**config.mk**
```make
export PLATFORM = sky130hd
export DESIGN_NAME = fetch_unit_flat
export DESIGN_NICKNAME = d
export VERILOG_FILES = /design/src/rtl/fetch_pkg.sv /design/src/rtl/fetch_if.sv /design/src/rtl/fetch_queue.sv /design/src/rtl/fetch_unit.sv /design/src/flat_wrapper.sv
export SDC_FILE = /design/constraint.sdc
export NUM_CORES = 1
export LEC_CHECK = 0
export ABC_AREA = 1
export ABC_CLOCK_PERIOD_IN_PS = 5700
export CAP_MARGIN = 30
export CORE_ASPECT_RATIO = 0.5
export CORE_MARGIN = 2
export CORE_UTILIZATION = 55
export CTS_BUF_LIST = sky130_fd_sc_hd__clkbuf_8
export DETAILED_ROUTE_END_ITERATION = 10
export GPL_TIMING_DRIVEN = 0
export PLACE_DENSITY_LB_ADDON = 0.15
export SETUP_SLACK_MARGIN = 0.1
export SYNTH_ARGS = -nofsm -noshare
export SYNTH_HDL_FRONTEND = slang
export SYNTH_HIERARCHICAL = 1
export SYNTH_SLANG_ARGS = --single-unit
```
**constraint.sdc**
```tcl
create_clock -name clk -period 5.7 [get_ports clk]
set_clock_uncertainty 0.05 [all_clocks]
set_input_delay 0.855 -clock clk [delete_from_list [all_inputs] [get_ports clk]]
set_output_delay 0.855 -clock clk [all_outputs]
set_load 0.02 [all_outputs]
```
**src/rtl/fetch_pkg.sv**
```systemverilog
// Shared definitions for the instruction fetch unit: default widths, reset PC
// and the request-tracking FSM state encoding.
package fetch_pkg;

  localparam int unsigned INSTR_W_DEF  = 34;
  localparam int unsigned ADDR_W_DEF   = 18;
  localparam int unsigned RESET_PC_DEF = 0;

  // StFetch: nothing outstanding; StWait: live request outstanding;
  // StDrain: stale request outstanding, its response is thrown away.
  typedef enum logic [1:0] {
    StFetch = 2'd0,
    StWait  = 2'd1,
    StDrain = 2'd2
  } fetch_state_e;

endpackage

```
**src/rtl/fetch_if.sv**
```systemverilog
// Fetch unit bus bundle: instruction memory request/response, redirect input
// and the decode-side valid/ready handshake.
interface fetch_if
  import fetch_pkg::*;
#(
  parameter int unsigned INSTR_W = INSTR_W_DEF,
  parameter int unsigned ADDR_W  = ADDR_W_DEF
);

  logic               imem_req_valid;
  logic               imem_req_ready;
  logic [ADDR_W-1:0]  imem_req_addr;
  logic               imem_rsp_valid;
  logic [INSTR_W-1:0] imem_rsp_data;
  logic               redirect_valid;
  logic [ADDR_W-1:0]  redirect_pc;
  logic               id_valid;
  logic               id_ready;
  logic [INSTR_W-1:0] id_instr;
  logic [ADDR_W-1:0]  id_pc;

  // Fetch unit side
  modport master (
    output imem_req_valid, imem_req_addr, id_valid, id_instr, id_pc,
    input  imem_req_ready, imem_rsp_valid, imem_rsp_data, redirect_valid, redirect_pc,
           id_ready
  );

  // Memory / pipeline environment side
  modport slave (
    input  imem_req_valid, imem_req_addr, id_valid, id_instr, id_pc,
    output imem_req_ready, imem_rsp_valid, imem_rsp_data, redirect_valid, redirect_pc,
           id_ready
  );

endinterface

```
**src/rtl/fetch_queue.sv**
```systemverilog
// Two-entry {pc, instr} FIFO between the fetch FSM and decode, with flush.
// Head entry is driven straight from storage so it holds steady during stalls.
module fetch_queue
  import fetch_pkg::*;
#(
  parameter int unsigned INSTR_W = INSTR_W_DEF,
  parameter int unsigned ADDR_W  = ADDR_W_DEF
) (
  input  logic               clk,
  input  logic               rst_n,
  input  logic               i_push,
  input  logic               i_pop,
  input  logic               i_flush,
  input  logic [ADDR_W-1:0]  i_push_pc,
  input  logic [INSTR_W-1:0] i_push_instr,
  output logic [ADDR_W-1:0]  o_head_pc,
  output logic [INSTR_W-1:0] o_head_instr,
  output logic [1:0]         o_count
);

  logic [ADDR_W-1:0]  r_pc_mem    [2];
  logic [INSTR_W-1:0] r_instr_mem [2];
  logic               r_rd_ptr;
  logic               r_wr_ptr;
  logic [1:0]         r_count;

  logic w_push;
  logic w_pop;

  // Defensive qualification; the fetch FSM never pushes full or pops empty.
  assign w_pop  = i_pop & (r_count != 2'd0);
  assign w_push = i_push & ((r_count != 2'd2) | w_pop);

  always_ff @(posedge clk or negedge rst_n) begin
    if (!rst_n) begin
      for (int i = 0; i < 2; i++) begin
        r_pc_mem[i]    <= '0;
        r_instr_mem[i] <= '0;
      end
      r_rd_ptr <= 1'b0;
      r_wr_ptr <= 1'b0;
      r_count  <= 2'd0;
    end else if (i_flush) begin
      r_rd_ptr <= 1'b0;
      r_wr_ptr <= 1'b0;
      r_count  <= 2'd0;
    end else begin
      if (w_push) begin
        r_pc_mem[r_wr_ptr]    <= i_push_pc;
        r_instr_mem[r_wr_ptr] <= i_push_instr;
        r_wr_ptr              <= ~r_wr_ptr;
      end
      if (w_pop) begin
        r_rd_ptr <= ~r_rd_ptr;
      end
      if (w_push && !w_pop) begin
        r_count <= r_count + 2'd1;
      end else if (!w_push && w_pop) begin
        r_count <= r_count - 2'd1;
      end
    end
  end

  assign o_head_pc    = r_pc_mem[r_rd_ptr];
  assign o_head_instr = r_instr_mem[r_rd_ptr];
  assign o_count      = r_count;

endmodule

```
**src/rtl/fetch_unit.sv**
```systemverilog
// Instruction fetch unit: PC, single-outstanding-request FSM and redirect
// handling, feeding decode through a two-entry queue.
module fetch_unit
  import fetch_pkg::*;
#(
  parameter int unsigned INSTR_W  = INSTR_W_DEF,
  parameter int unsigned ADDR_W   = ADDR_W_DEF,
  parameter int unsigned RESET_PC = RESET_PC_DEF
) (
  input  logic     clk,
  input  logic     rst_n,
  fetch_if.master  bus
);

  fetch_state_e      r_state;
  fetch_state_e      w_state_nxt;
  logic [ADDR_W-1:0] r_pc;
  logic [ADDR_W-1:0] w_pc_nxt;
  logic [ADDR_W-1:0] r_issued_pc;
  logic [ADDR_W-1:0] w_issued_pc_nxt;

  logic [1:0]         w_count;
  logic [ADDR_W-1:0]  w_head_pc;
  logic [INSTR_W-1:0] w_head_instr;

  logic w_req_valid;
  logic w_req_fire;
  logic w_id_valid;
  logic w_push;
  logic w_pop;

  // rst_n gates the request so nothing is offered while reset is held, yet the
  // first request appears in the very first cycle after release.
  assign w_req_valid = rst_n & (r_state == StFetch) & (w_count != 2'd2) & ~bus.redirect_valid;
  assign w_req_fire  = w_req_valid & bus.imem_req_ready;
  assign w_id_valid  = (w_count != 2'd0) & ~bus.redirect_valid;
  assign w_pop       = w_id_valid & bus.id_ready;
  assign w_push      = (r_state == StWait) & bus.imem_rsp_valid & ~bus.redirect_valid;

  always_comb begin
    w_state_nxt     = r_state;
    w_pc_nxt        = r_pc;
    w_issued_pc_nxt = r_issued_pc;

    unique case (r_state)
      StFetch: begin
        if (bus.redirect_valid) begin
          w_pc_nxt = bus.redirect_pc;
        end else if (w_req_fire) begin
          w_pc_nxt        = r_pc + ADDR_W'(1);
          w_issued_pc_nxt = r_pc;
          w_state_nxt     = StWait;
        end
      end
      StWait: begin
        if (bus.redirect_valid) begin
          w_pc_nxt    = bus.redirect_pc;
          w_state_nxt = bus.imem_rsp_valid ? StFetch : StDrain;
        end else if (bus.imem_rsp_valid) begin
          w_state_nxt = StFetch;
        end
      end
      StDrain: begin
        if (bus.redirect_valid) begin
          w_pc_nxt = bus.redirect_pc;
        end
        if (bus.imem_rsp_valid) begin
          w_state_nxt = StFetch;
        end
      end
      default: begin
        w_state_nxt = StFetch;
      end
    endcase
  end

  always_ff @(posedge clk or negedge rst_n) begin
    if (!rst_n) begin
      r_state     <= StFetch;
      r_pc        <= ADDR_W'(RESET_PC);
      r_issued_pc <= '0;
    end else begin
      r_state     <= w_state_nxt;
      r_pc        <= w_pc_nxt;
      r_issued_pc <= w_issued_pc_nxt;
    end
  end

  fetch_queue #(
    .INSTR_W (INSTR_W),
    .ADDR_W  (ADDR_W)
  ) u_queue (
    .clk          (clk),
    .rst_n        (rst_n),
    .i_push       (w_push),
    .i_pop        (w_pop),
    .i_flush      (bus.redirect_valid),
    .i_push_pc    (r_issued_pc),
    .i_push_instr (bus.imem_rsp_data),
    .o_head_pc    (w_head_pc),
    .o_head_instr (w_head_instr),
    .o_count      (w_count)
  );

  assign bus.imem_req_valid = w_req_valid;
  assign bus.imem_req_addr  = r_pc;
  assign bus.id_valid       = w_id_valid;
  assign bus.id_instr       = w_head_instr;
  assign bus.id_pc          = w_head_pc;

endmodule

```
**src/flat_wrapper.sv**
```systemverilog
// flat-port wrapper written by rule: the top's interface ports become plain ports
module fetch_unit_flat import fetch_pkg::*;
#(
  parameter int unsigned INSTR_W  = INSTR_W_DEF,
  parameter int unsigned ADDR_W   = ADDR_W_DEF,
  parameter int unsigned RESET_PC = RESET_PC_DEF
)
  (clk, rst_n, bus_imem_req_valid, bus_imem_req_addr, bus_id_valid, bus_id_instr, bus_id_pc, bus_imem_req_ready, bus_imem_rsp_valid, bus_imem_rsp_data, bus_redirect_valid, bus_redirect_pc, bus_id_ready);
  fetch_if #(.INSTR_W(INSTR_W), .ADDR_W(ADDR_W)) bus_i ();
  input  logic clk;
  input  logic rst_n;
  output wire logic [$bits(bus_i.imem_req_valid)-1:0] bus_imem_req_valid;
  output wire logic [$bits(bus_i.imem_req_addr)-1:0] bus_imem_req_addr;
  output wire logic [$bits(bus_i.id_valid)-1:0] bus_id_valid;
  output wire logic [$bits(bus_i.id_instr)-1:0] bus_id_instr;
  output wire logic [$bits(bus_i.id_pc)-1:0] bus_id_pc;
  input wire logic [$bits(bus_i.imem_req_ready)-1:0] bus_imem_req_ready;
  input wire logic [$bits(bus_i.imem_rsp_valid)-1:0] bus_imem_rsp_valid;
  input wire logic [$bits(bus_i.imem_rsp_data)-1:0] bus_imem_rsp_data;
  input wire logic [$bits(bus_i.redirect_valid)-1:0] bus_redirect_valid;
  input wire logic [$bits(bus_i.redirect_pc)-1:0] bus_redirect_pc;
  input wire logic [$bits(bus_i.id_ready)-1:0] bus_id_ready;
  assign bus_imem_req_valid = bus_i.imem_req_valid;
  assign bus_imem_req_addr = bus_i.imem_req_addr;
  assign bus_id_valid = bus_i.id_valid;
  assign bus_id_instr = bus_i.id_instr;
  assign bus_id_pc = bus_i.id_pc;
  assign bus_i.imem_req_ready = bus_imem_req_ready;
  assign bus_i.imem_rsp_valid = bus_imem_rsp_valid;
  assign bus_i.imem_rsp_data = bus_imem_rsp_data;
  assign bus_i.redirect_valid = bus_redirect_valid;
  assign bus_i.redirect_pc = bus_redirect_pc;
  assign bus_i.id_ready = bus_id_ready;
  fetch_unit #(.INSTR_W(INSTR_W), .ADDR_W(ADDR_W), .RESET_PC(RESET_PC)) u_core (.clk(clk), .rst_n(rst_n), .bus(bus_i));
endmodule
```
==> results of run 1 <==
cell type report:
cell class,count,share of cell area
Buffer,42,0.02958
Clock buffer,18,0.02750
Clock inverter,14,0.02097
Inverter,86,0.03583
Multi-Input combinational cell,626,0.3105
Sequential cell,146,0.4055
Tap cell,170,0.02361
Timing Repair Buffer,130,0.1465
layer usage:
metal / vias to the layer above / track usage
met5: - / 0
met2: 268 / 0.4427
li1: 3120 / -
met1: 3008 / 0.3853
met3: 23 / 0.05713
met4: 0 / 0.08533
cells by family (layout without fill, tap and decap cells):
logic type | count (synthesis) | count (layout) | share of synthesized area
adder cells (fa/ha/maj) | 5 | 5 | 0.008886
AO/OA/AOI/OAI | 148 | 148 | 0.1139
buffers and inverters | 128 | 290 | 0.08370
flip-flops | 146 | 146 | 0.5189
AND/OR/NAND/NOR | 472 | 472 | 0.2733
XOR/XNOR | 1 | 1 | 0.001244
metrics by stage:
stage	TNS (ns)	util
after floorplan	0	-
after global placement	-354.65	0.6786
after detailed placement	0	0.6809
after CTS	0	0.7156
after global routing	0	0.7156
final	0	0.7156
report_power, final:
group	internal, uW	total [uW]	switching, uW	leakage [uW]
sequential	1400	1680	284	0.00191
combinational	795	1870	1080	0.00235
clock	487	895	408	0.000214
total	2680	4450	1770	0.00447
worst max-delay path, cell delays in order:
cell	delay, ns
buf_6	0.37
buf_16	0.40
nand2_1	0.11
clkinv_1	0.10
nand2_1	0.05
nor2_1	0.09
clkdlybuf4s50_1	0.61
cells in the final DEF, fill, tap and decap left out, types with 2 or more instances in the layout:
master	instances
nand4_4	2
o21ai_1	51
clkinv_4	2
o21ai_0	75
o21ai_2	15
nor2_1	30
buf_2	2
clkbuf_1	23
nand3_2	2
inv_2	4
buf_6	14
clkbuf_8	18
a21oi_1	5
dfrtp_1	146
bufinv_16	4
nand3_1	28
inv_1	83
or2_2	3
clkinvlp_4	4
clkdlybuf4s50_1	128
ha_1	5
nand4_1	9
buf_4	2
nand2_1	392
final timing paths:
kind	to	from	cells after the start	slack [ns]
worst max-delay path	bus_imem_req_valid	rst_n	7	2.10
worst min-delay path	u_core/u_queue/r_instr_mem[45]$_DFFE_PN0P_	rst_n	1	0.28
worst max register to register	u_core/u_queue/r_pc_mem[13]$_DFFE_PN0P_	u_core/r_state[1]$_DFFE_PN0P_	9	3.44
worst min register to register	u_core/u_queue/r_instr_mem[25]$_DFFE_PN0P_	u_core/u_queue/r_instr_mem[25]$_DFFE_PN0P_	2	0.44
max in group asynchronous	u_core/r_issued_pc[2]$_DFFE_PN0P_	rst_n	2	4.48
min in group clk	u_core/u_queue/r_instr_mem[25]$_DFFE_PN0P_	u_core/u_queue/r_instr_mem[25]$_DFFE_PN0P_	2	0.44
registers in the layout (all words and copies together) (netlist names):
signal	count
u_core/r_issued_pc	18
u_core/bus.imem_req_addr	18
u_core/u_queue/r_wr_ptr	1
u_core/u_queue/o_count	2
u_core/u_queue/r_rd_ptr	1
u_core/r_state	2
u_core/u_queue/r_pc_mem	36
u_core/u_queue/r_instr_mem	68
==> results.py, run 1 <==
metrics = {
    "clock_tree": {
        "ctsLongestPathBuffers": 2,
        "clock-sinks": 146,
        "post_cts_buffers": 0,
        "clk-insertion-delay-late_ns": 0.45,
        "holdBufCountCts": 0,
        "numCtsBuffers": 17,
        "cts_resized": 0,
        "cts.reportedPaths.clkPinSlew_ns": 0.08,
        "cts_tree": "done",
        "cts_max_level": 4,
        "clock-root-buffer": "clkbuf_8",
    },
    "grt": {
        "grt_use_total": 0.2777,
        "grt_pass1_wl_um": 29670,
        "grt_max_degree": 100,
        "antenna_found_initial": 0,
        "grt_pass1_vias": 6123,
        "globalRouteOverflowTotal": 0,
    },
    "synthesis": {
        "synth.most_common_cell": "nand2_1",
        "synth_enable_flop_cells": 0,
        "synthCells": 900,
        "synth_common_cells": "392 x nand2_1, 146 x dfrtp_1, 81 x inv_1, 75 x o21ai_0, 51 x o21ai_1",
        "syn_area_um2": 7041,
        "synth-seq-cells": 146,
        "ys.flop_type": "dfrtp_1",
        "ys_types": 31,
        "syn_avg_cell_area_um2": 7.823,
        "synthArstFlopShare": 1.000,
        "yosysSeqAreaShare": 0.5189,
        "ys_warn_count": 6,
        "synth_nets": 963,
        "yosysTopAreaCellShare": 0.5189,
        "synth_area_leader_cell": "dfrtp_1",
        "synth_area_leaders": "dfrtp_1 52%, nand2_1 21%, o21ai_0 5.3%",
    },
    "sta": {
        "max_slew_margin": 0.5839,
        "fin_ws_ns": 2.104,
        "fmax_ghz": 0.2781,
        "period_needed_ns": 3.596,
        "rsz0062_at_grt": "false",
        "hold_slack_ns": 0.2797,
        "finalSetupViolCount": 0,
        "slew_viol_final": 0,
        "worst_pin_slew_ns": 0.6241,
        "min_period_over_period": 0.6310,
        "hold_violations": 0,
    },
    "die": {
        "die_x_um": 164.0,
        "die_y_um": 84.01,
        "ios": 130,
        "dieArea_um2": 13780,
        "initial_core_util": 0.5592,
        "rows": 29,
        "coreArea_um2": 12590,
    },
    "power": {
        "p_leak_uw": 0.004474,
        "finalPower_uw": 4451,
        "power_density_nw_per_um2": 494.0,
        "vdd_drop_max_v": 0.0003139,
    },
    "finish": {
        "area_growth_pct": 27.97,
        "multi_input_area_um2": 2798,
        "stdcell_count": 1232,
        "fill_cells": 1006,
        "layout-drive-gt1-share": 0.07439,
        "design_area_um2": 9010,
        "ff_latch_area_um2": 3654,
        "antennaDiodeCount": 0,
        "finalNetCount": 1112,
    },
    "detailed_routing": {
        "wl_met1_um": 8185,
        "drt_iter0_markers": 573,
        "routed-via-count": 6419,
        "wire_per_inst_um": 14.86,
        "drt_wl_total_um": 18310,
        "viasPerCell": 5.210,
        "drc_errors": 0,
        "ant_nets": 0,
        "dr_wl_met3_um": 1440,
        "top_layer": "met4",
        "dr_wl_met2_um": 8436,
        "drt_pass1_iterations": 5,
    },
    "setup_path": {
        "end_kind": "primary output",
        "cp_max_fo": 99,
        "worstPathArrival_ns": 2.69,
        "cp-start-kind": "primary input",
        "critical_path_class": "in -> out",
        "worstPathRequired_ns": 4.80,
    },
    "min_path": {
        "hold_path_class": "in -> async",
    },
    "placement": {
        "place_ws_ns": 2.068,
        "post_dp_cell_area_um2": 8573,
        "place_congestion": 0.8346,
        "dp_hpwl_um": 12620,
        "portBuffers": 129,
        "dpl.cell_count": 1200,
    },
    "status": {
        "status": "completed",
    },
    "flow_run": {
        "maxCapViolations": 0,
    },
}
No activity file was read; power rests on OpenSTA's default activity.
==> run 2, diff against run 1 <==
- ABC_CLOCK_PERIOD_IN_PS: 5700 -> 3050
- CORE_UTILIZATION: 55 -> 49
- clock period: 5.7 -> 3.05 ns (I/O delays scaled with it)
==> run 2 against run 1 <==
Effect of this change: worst setup slack worse by 1.9 ns; count of clock-buffer cells in the layout decreased by 1; hold slack improved by 0.10 ns; wire length increased by 1.6%; critical endpoint is now bus_id_pc[12]; die area up 12%; design area is 0.31% higher; register-to-register slack got worse by 2.7 ns; first-iteration DRC count down 4.2%; combinational power rose by 87%; power up 83%; sequential share of layout area shrank 0.12 points.
==> results.py, run 2 (same netlist as run 1, synthesis figures left out) <==
metrics = {
    "setup_path": {
        "worstReg2RegEnd": "u_core/u_queue/r_instr_mem[21]$_DFFE_PN0P_",
        "rr_worst_depth": 9,
        "cp-start-kind": "flip-flop",
        "cp_max_fo": 10,
        "worstPathRequired_ns": 2.54,
        "worstPathArrival_ns": 2.36,
        "end_kind": "primary output",
        "worst_path_max_delay_cell": "clkdlybuf4s50_1",
        "critical_path_class": "reg -> out",
        "timing.critical_path.mode_cell": "nand2_1",
        "path_cells": "clkbuf_1 > inv_2 > clkbuf_2 > nand2_1 > nand2_1 > clkdlybuf4s50_1",
        "r2r_setup_slack_ns": 0.78,
        "crit_path_max_incr_delay_ns": 0.61,
        "r2r_start": "u_core/r_state[1]$_DFFE_PN0P_",
    },
    "power": {
        "p_leak_uw": 0.004493,
        "power_density_nw_per_um2": 899.6,
        "vdd_drop_max_v": 0.0004682,
    },
    "detailed_routing": {
        "routed-via-count": 6472,
        "drt_iter0_markers": 549,
        "viasPerCell": 5.153,
        "drc_errors": 0,
        "ant_nets": 0,
        "wire_per_inst_um": 14.82,
        "drt_wl_total_um": 18610,
        "drt_pass1_iterations": 5,
    },
    "die": {
        "die_y_um": 88.76,
        "initial_core_util": 0.5111,
        "rows": 30,
        "die_x_um": 173.5,
        "coreArea_um2": 13780,
        "ios": 130,
        "dieArea_um2": 15400,
    },
    "finish": {
        "ff_latch_area_um2": 3654,
        "reg_top3": "u_core/u_queue/r_instr_mem (68), u_core/u_queue/r_pc_mem (36)",
        "design_area_um2": 9037,
        "antennaDiodeCount": 0,
        "final_cell_mix": "392 x nand2_1, 146 x dfrtp_1, 128 x clkdlybuf4s50_1, 81 x inv_1, 75 x o21ai_0",
        "finalNetCount": 1114,
        "area_growth_pct": 28.36,
        "final_util": 0.6560,
        "largest_register_ffs": 68,
        "layout-drive-gt1-share": 0.08647,
        "regMostFlops": "u_core/u_queue/r_instr_mem",
        "multi_input_area_um2": 2798,
        "fill_cells": 1220,
        "layout_commonest_cell": "nand2_1",
    },
    "grt": {
        "antenna_found_initial": 0,
        "grt_pass1_wl_um": 30850,
        "grt_max_degree": 80,
        "globalRouteOverflowTotal": 0,
        "grt_use_total": 0.2560,
        "grt_pass1_vias": 6258,
    },
    "sta": {
        "fin_ws_ns": 0.1856,
        "period_needed_ns": 2.864,
        "hold_violations": 0,
        "hold_slack_ns": 0.3839,
        "setup_tns_ns": 0,
        "finalSetupViolCount": 0,
        "fmax_ghz": 0.3491,
        "max_slew_margin": 0.6152,
        "slew_viol_final": 0,
        "min_period_over_period": 0.9392,
        "rsz0062_at_grt": "false",
        "worst_pin_slew_ns": 0.5750,
    },
    "clock_tree": {
        "cts.reportedPaths.clkPinSlew_ns": 0.08,
        "cts_max_level": 4,
        "clock-root-buffer": "clkbuf_8",
        "clk-insertion-delay-late_ns": 0.43,
        "post_cts_buffers": 0,
        "numCtsBuffers": 17,
        "cts_tree": "done",
        "clock-sinks": 146,
        "ctsLongestPathBuffers": 2,
    },
    "status": {
        "status": "completed",
    },
    "placement": {
        "dp_hpwl_um": 13060,
        "post_dp_cell_area_um2": 8601,
        "place_ws_ns": 0.3803,
        "portBuffers": 129,
        "place_congestion": 0.8313,
    },
    "min_path": {
        "hold_path_class": "in -> async",
    },
    "flow_run": {
        "maxCapViolations": 0,
    },
}
## run 2: what timing repair did
item / 4_1_cts / 5_1_grt
endpoints found under the setup margin: 50 / 50
resized for setup: 5 / 14
hold endpoints to repair: 58 / 0
hold buffers: 2 / 0
## run 2: cell type report
type,count,share of cell area
clock inverters,15,0.01661
flip-flops and latches,146,0.4043
multi-input cells,626,0.3096
plain buffers,42,0.03115
well taps,192,0.02658
clock buffers,17,0.02589
inverters,86,0.03572
repair buffers,132,0.1502
## run 2: per-stage QoR
stage	power, uW	cells
detailed placement	6650	1222
CTS	8157	1256
global placement	6551	1221
finish	8130	1256
global route	8736	1256
floorplan	5131	900
## run 2: worst max-delay path by stage
stage	from	slack, ns	endpoint
finish	u_core/u_queue/r_rd_ptr$_DFFE_PN0P_	0.19	bus_id_pc[12]
global route	u_core/u_queue/r_rd_ptr$_DFFE_PN0P_	0.10	bus_id_pc[10]
CTS	u_core/u_queue/r_rd_ptr$_DFFE_PN0P_	0.06	bus_id_instr[21]
detailed placement	bus_redirect_valid	0.38	u_core/u_queue/r_instr_mem[21]$_DFFE_PN0P_
global placement	rst_n	-4.39	bus_imem_req_valid
floorplan	u_core/r_state[1]$_DFFE_PN0P_	1.20	u_core/u_queue/r_pc_mem[0]$_DFFE_PN0P_
## run 2: worst max-delay path: cells and delay by family, from the launching register on
kind / cells / cell delay (ns)
AND/OR/NAND/NOR: 2 / 0.19
buffers and inverters: 4 / 1.36
flip-flops: 1 / 0.37
## run 2: per-layer routing
metal / GRT usage / wire [um] / vias to the layer above
li1: - / - / 3129
met1: 0.3481 / 8754 / 3100
met2: 0.4335 / 8572 / 232
met3: 0.04725 / 1183 / 11
met4: 0.06471 / 100 / 0
met5: 0 / 0 / -
## run 2: where the power goes
| group | switching (uW) | internal (uW) | total [uW] |
|---|---|---|---|
| sequential | 525 | 2620 | 3140 |
| clock | 816 | 670 | 1490 |
| combinational | 2010 | 1490 | 3500 |
| total | 3350 | 4780 | 8130 |
==> run 3, diff against run 2 <==
- ABC_CLOCK_PERIOD_IN_PS: 3050 -> 2610
- CORE_MARGIN: 2 -> not set
- clock period: 3.05 -> 2.61 ns (I/O delays scaled with it)
==> run 3 against run 2 <==
Effect of this change: flip-flop and latch count is the same; clock power up 27%; largest cell class unchanged; wire length up 0.52%; sequential power rose by 17%; non-clock buffer count up 3; first-iteration DRC count shrank 5.8%; hold slack gained 0.056 ns; global-route usage increased by 0.99 points; die area fell by 3.4%; critical path depth stayed put; core utilization up 0.95 points; critical endpoint is now bus_id_pc[16]; design area increased by 1.5%.
==> results.py, run 3 (same netlist as run 1, synthesis figures left out) <==
metrics = {
    "setup_path": {
        "end_kind": "primary output",
        "cp_max_fo": 8,
        "cp-start-kind": "flip-flop",
        "worstPathArrival_ns": 1.98,
        "critical_path_class": "reg -> out",
        "r2r_setup_slack_ns": 0.33,
        "worstReg2RegEnd": "u_core/u_queue/r_instr_mem[66]$_DFFE_PN0P_",
        "r2r_start": "u_core/r_state[1]$_DFFE_PN0P_",
        "rr_worst_depth": 7,
        "worstPathRequired_ns": 2.17,
    },
    "finish": {
        "final_util": 0.6656,
        "antennaDiodeCount": 0,
        "stdcell_count": 1259,
        "largest_register_ffs": 68,
        "reg_top3": "u_core/u_queue/r_instr_mem (68), u_core/u_queue/r_pc_mem (36)",
        "layout_commonest_cell": "nand2_1",
        "layout-drive-gt1-share": 0.08997,
        "regMostFlops": "u_core/u_queue/r_instr_mem",
        "finalNetCount": 1117,
        "area_growth_pct": 30.23,
        "final_cell_mix": "392 x nand2_1, 146 x dfrtp_1, 81 x inv_1, 77 x clkdlybuf4s50_1, 75 x o21ai_0",
    },
    "detailed_routing": {
        "drt_iter0_markers": 517,
        "drc_errors": 0,
        "drt_pass1_iterations": 5,
        "wire_per_inst_um": 14.86,
        "routed-via-count": 6447,
        "drt_wl_total_um": 18710,
        "viasPerCell": 5.121,
        "ant_nets": 0,
    },
    "sta": {
        "fmax_ghz": 0.4133,
        "slew_viol_final": 0,
        "hold_violations": 0,
        "max_slew_margin": 0.5913,
        "period_needed_ns": 2.419,
        "fin_ws_ns": 0.1907,
        "finalSetupViolCount": 0,
        "rsz0062_at_grt": "false",
        "worst_pin_slew_ns": 0.6108,
        "setup_tns_ns": 0,
        "min_period_over_period": 0.9269,
    },
    "grt": {
        "grt_use_total": 0.2659,
        "grt_pass1_vias": 6183,
        "grt_pass1_wl_um": 30120,
        "grt_max_degree": 55,
        "globalRouteOverflowTotal": 0,
        "antenna_found_initial": 0,
    },
    "die": {
        "die_y_um": 86.76,
        "rows": 30,
        "dieArea_um2": 14880,
        "initial_core_util": 0.5111,
        "die_x_um": 171.5,
        "ios": 130,
        "coreArea_um2": 13780,
    },
    "clock_tree": {
        "cts.reportedPaths.clkPinSlew_ns": 0.08,
        "ctsLongestPathBuffers": 2,
        "cts_tree": "done",
        "numCtsBuffers": 17,
        "clk-insertion-delay-late_ns": 0.45,
        "clock-sinks": 146,
        "clock-root-buffer": "clkbuf_8",
        "cts_max_level": 4,
    },
    "min_path": {
        "whs_path_depth": 2,
        "min_to": "u_core/u_queue/r_pc_mem[18]$_DFFE_PN0P_",
        "hold_path_class": "reg -> reg",
        "hp-start": "u_core/u_queue/r_pc_mem[18]$_DFFE_PN0P_",
    },
    "power": {
        "power_density_nw_per_um2": 1034,
        "finalPower_uw": 9480,
        "vdd_drop_max_v": 0.0006791,
        "p_leak_uw": 0.004903,
    },
    "placement": {
        "portBuffers": 129,
        "dpl.cell_count": 1222,
        "place_ws_ns": -0.1099,
        "dp_hpwl_um": 12770,
        "place_congestion": 0.8334,
    },
    "status": {
        "status": "completed",
    },
    "flow_run": {
        "maxCapViolations": 0,
    },
}
[run 3: changes by cell type in the layout (fill, tap and decap cells not counted), sizes merged]
cell,change
clkdlybuf4s50,-51
dlygate4sd2,+34
dlymetal6s2s,+17
inv,-4
clkbuf,+3
bufinv,+2
bufbuf,+1
clkinvlp,+1
[run 3: stage by stage]
| step | hold WS (ns) | instance area, um^2 |
|---|---|---|
| CTS | 0.4337 | 9101 |
| detailed placement | 0.3302 | 8601 |
| global route | 0.4604 | 9169 |
| global placement | 0.4143 | 8572 |
| finish | 0.4398 | 9169 |
| floorplan | 0.04591 | 7041 |
[run 3: layout make-up]
class	count	area [um^2]
timing repair buffer	135	1423
multi-input combinational	626	2798
fill	1181	4607
sequential	146	3654
clock buffer	18	247.7
inverter	86	325.3
buffer	42	304.0
tap	192	240.2
clock inverter	14	177.7
[run 3: repair_timing]
action                                  4_1_cts  5_1_grt
buffers inserted                              1        0
hold buffers                                  2        0
gates resized for setup                      54       18
endpoints found under the setup margin       52       19
cloned                                        1        1
endpoints found under the hold margin        54        0
[run 3: worst max path at each step]
stage                                             endpoint  depth (start not counted)                                 from
floorplan           u_core/u_queue/r_pc_mem[0]$_DFFE_PN0P_                          9        u_core/r_state[1]$_DFFE_PN0P_
global placement                        bus_imem_req_valid                          6                                rst_n
detailed placement                      bus_imem_req_valid                          7                                rst_n
CTS                                           bus_id_pc[9]                          6  u_core/u_queue/r_rd_ptr$_DFFE_PN0P_
global route                                 bus_id_pc[16]                          6  u_core/u_queue/r_rd_ptr$_DFFE_PN0P_
finish                                       bus_id_pc[16]                          6  u_core/u_queue/r_rd_ptr$_DFFE_PN0P_
[run 3: metal layers]
layer,global-route usage,routed length (um),part of all wire
met1,0.3651,8741,0.47
met2,0.4358,8472,0.45
met3,0.05297,1270,0.068
met4,0.06575,222,0.012
met5,0,0,0
[run 3: power breakdown]
part | leakage (uW) | internal [uW] | total [uW] | switching, uW
Sequential | 0.00191 | 3060 | 3680 | 623
Combinational | 0.00279 | 1570 | 3910 | 2340
Clock | 0.000202 | 981 | 1890 | 906
Total | 0.00490 | 5610 | 9480 | 3870
[run 3: critical path, cell delays in order (launching register included)]
cell and delay, ns:
dfrtp_1 0.37, clkbuf_2 0.19, inv_4 0.15, buf_4 0.15
nand2_1 0.05, nand2_1 0.05, clkdlybuf4s50_1 0.59
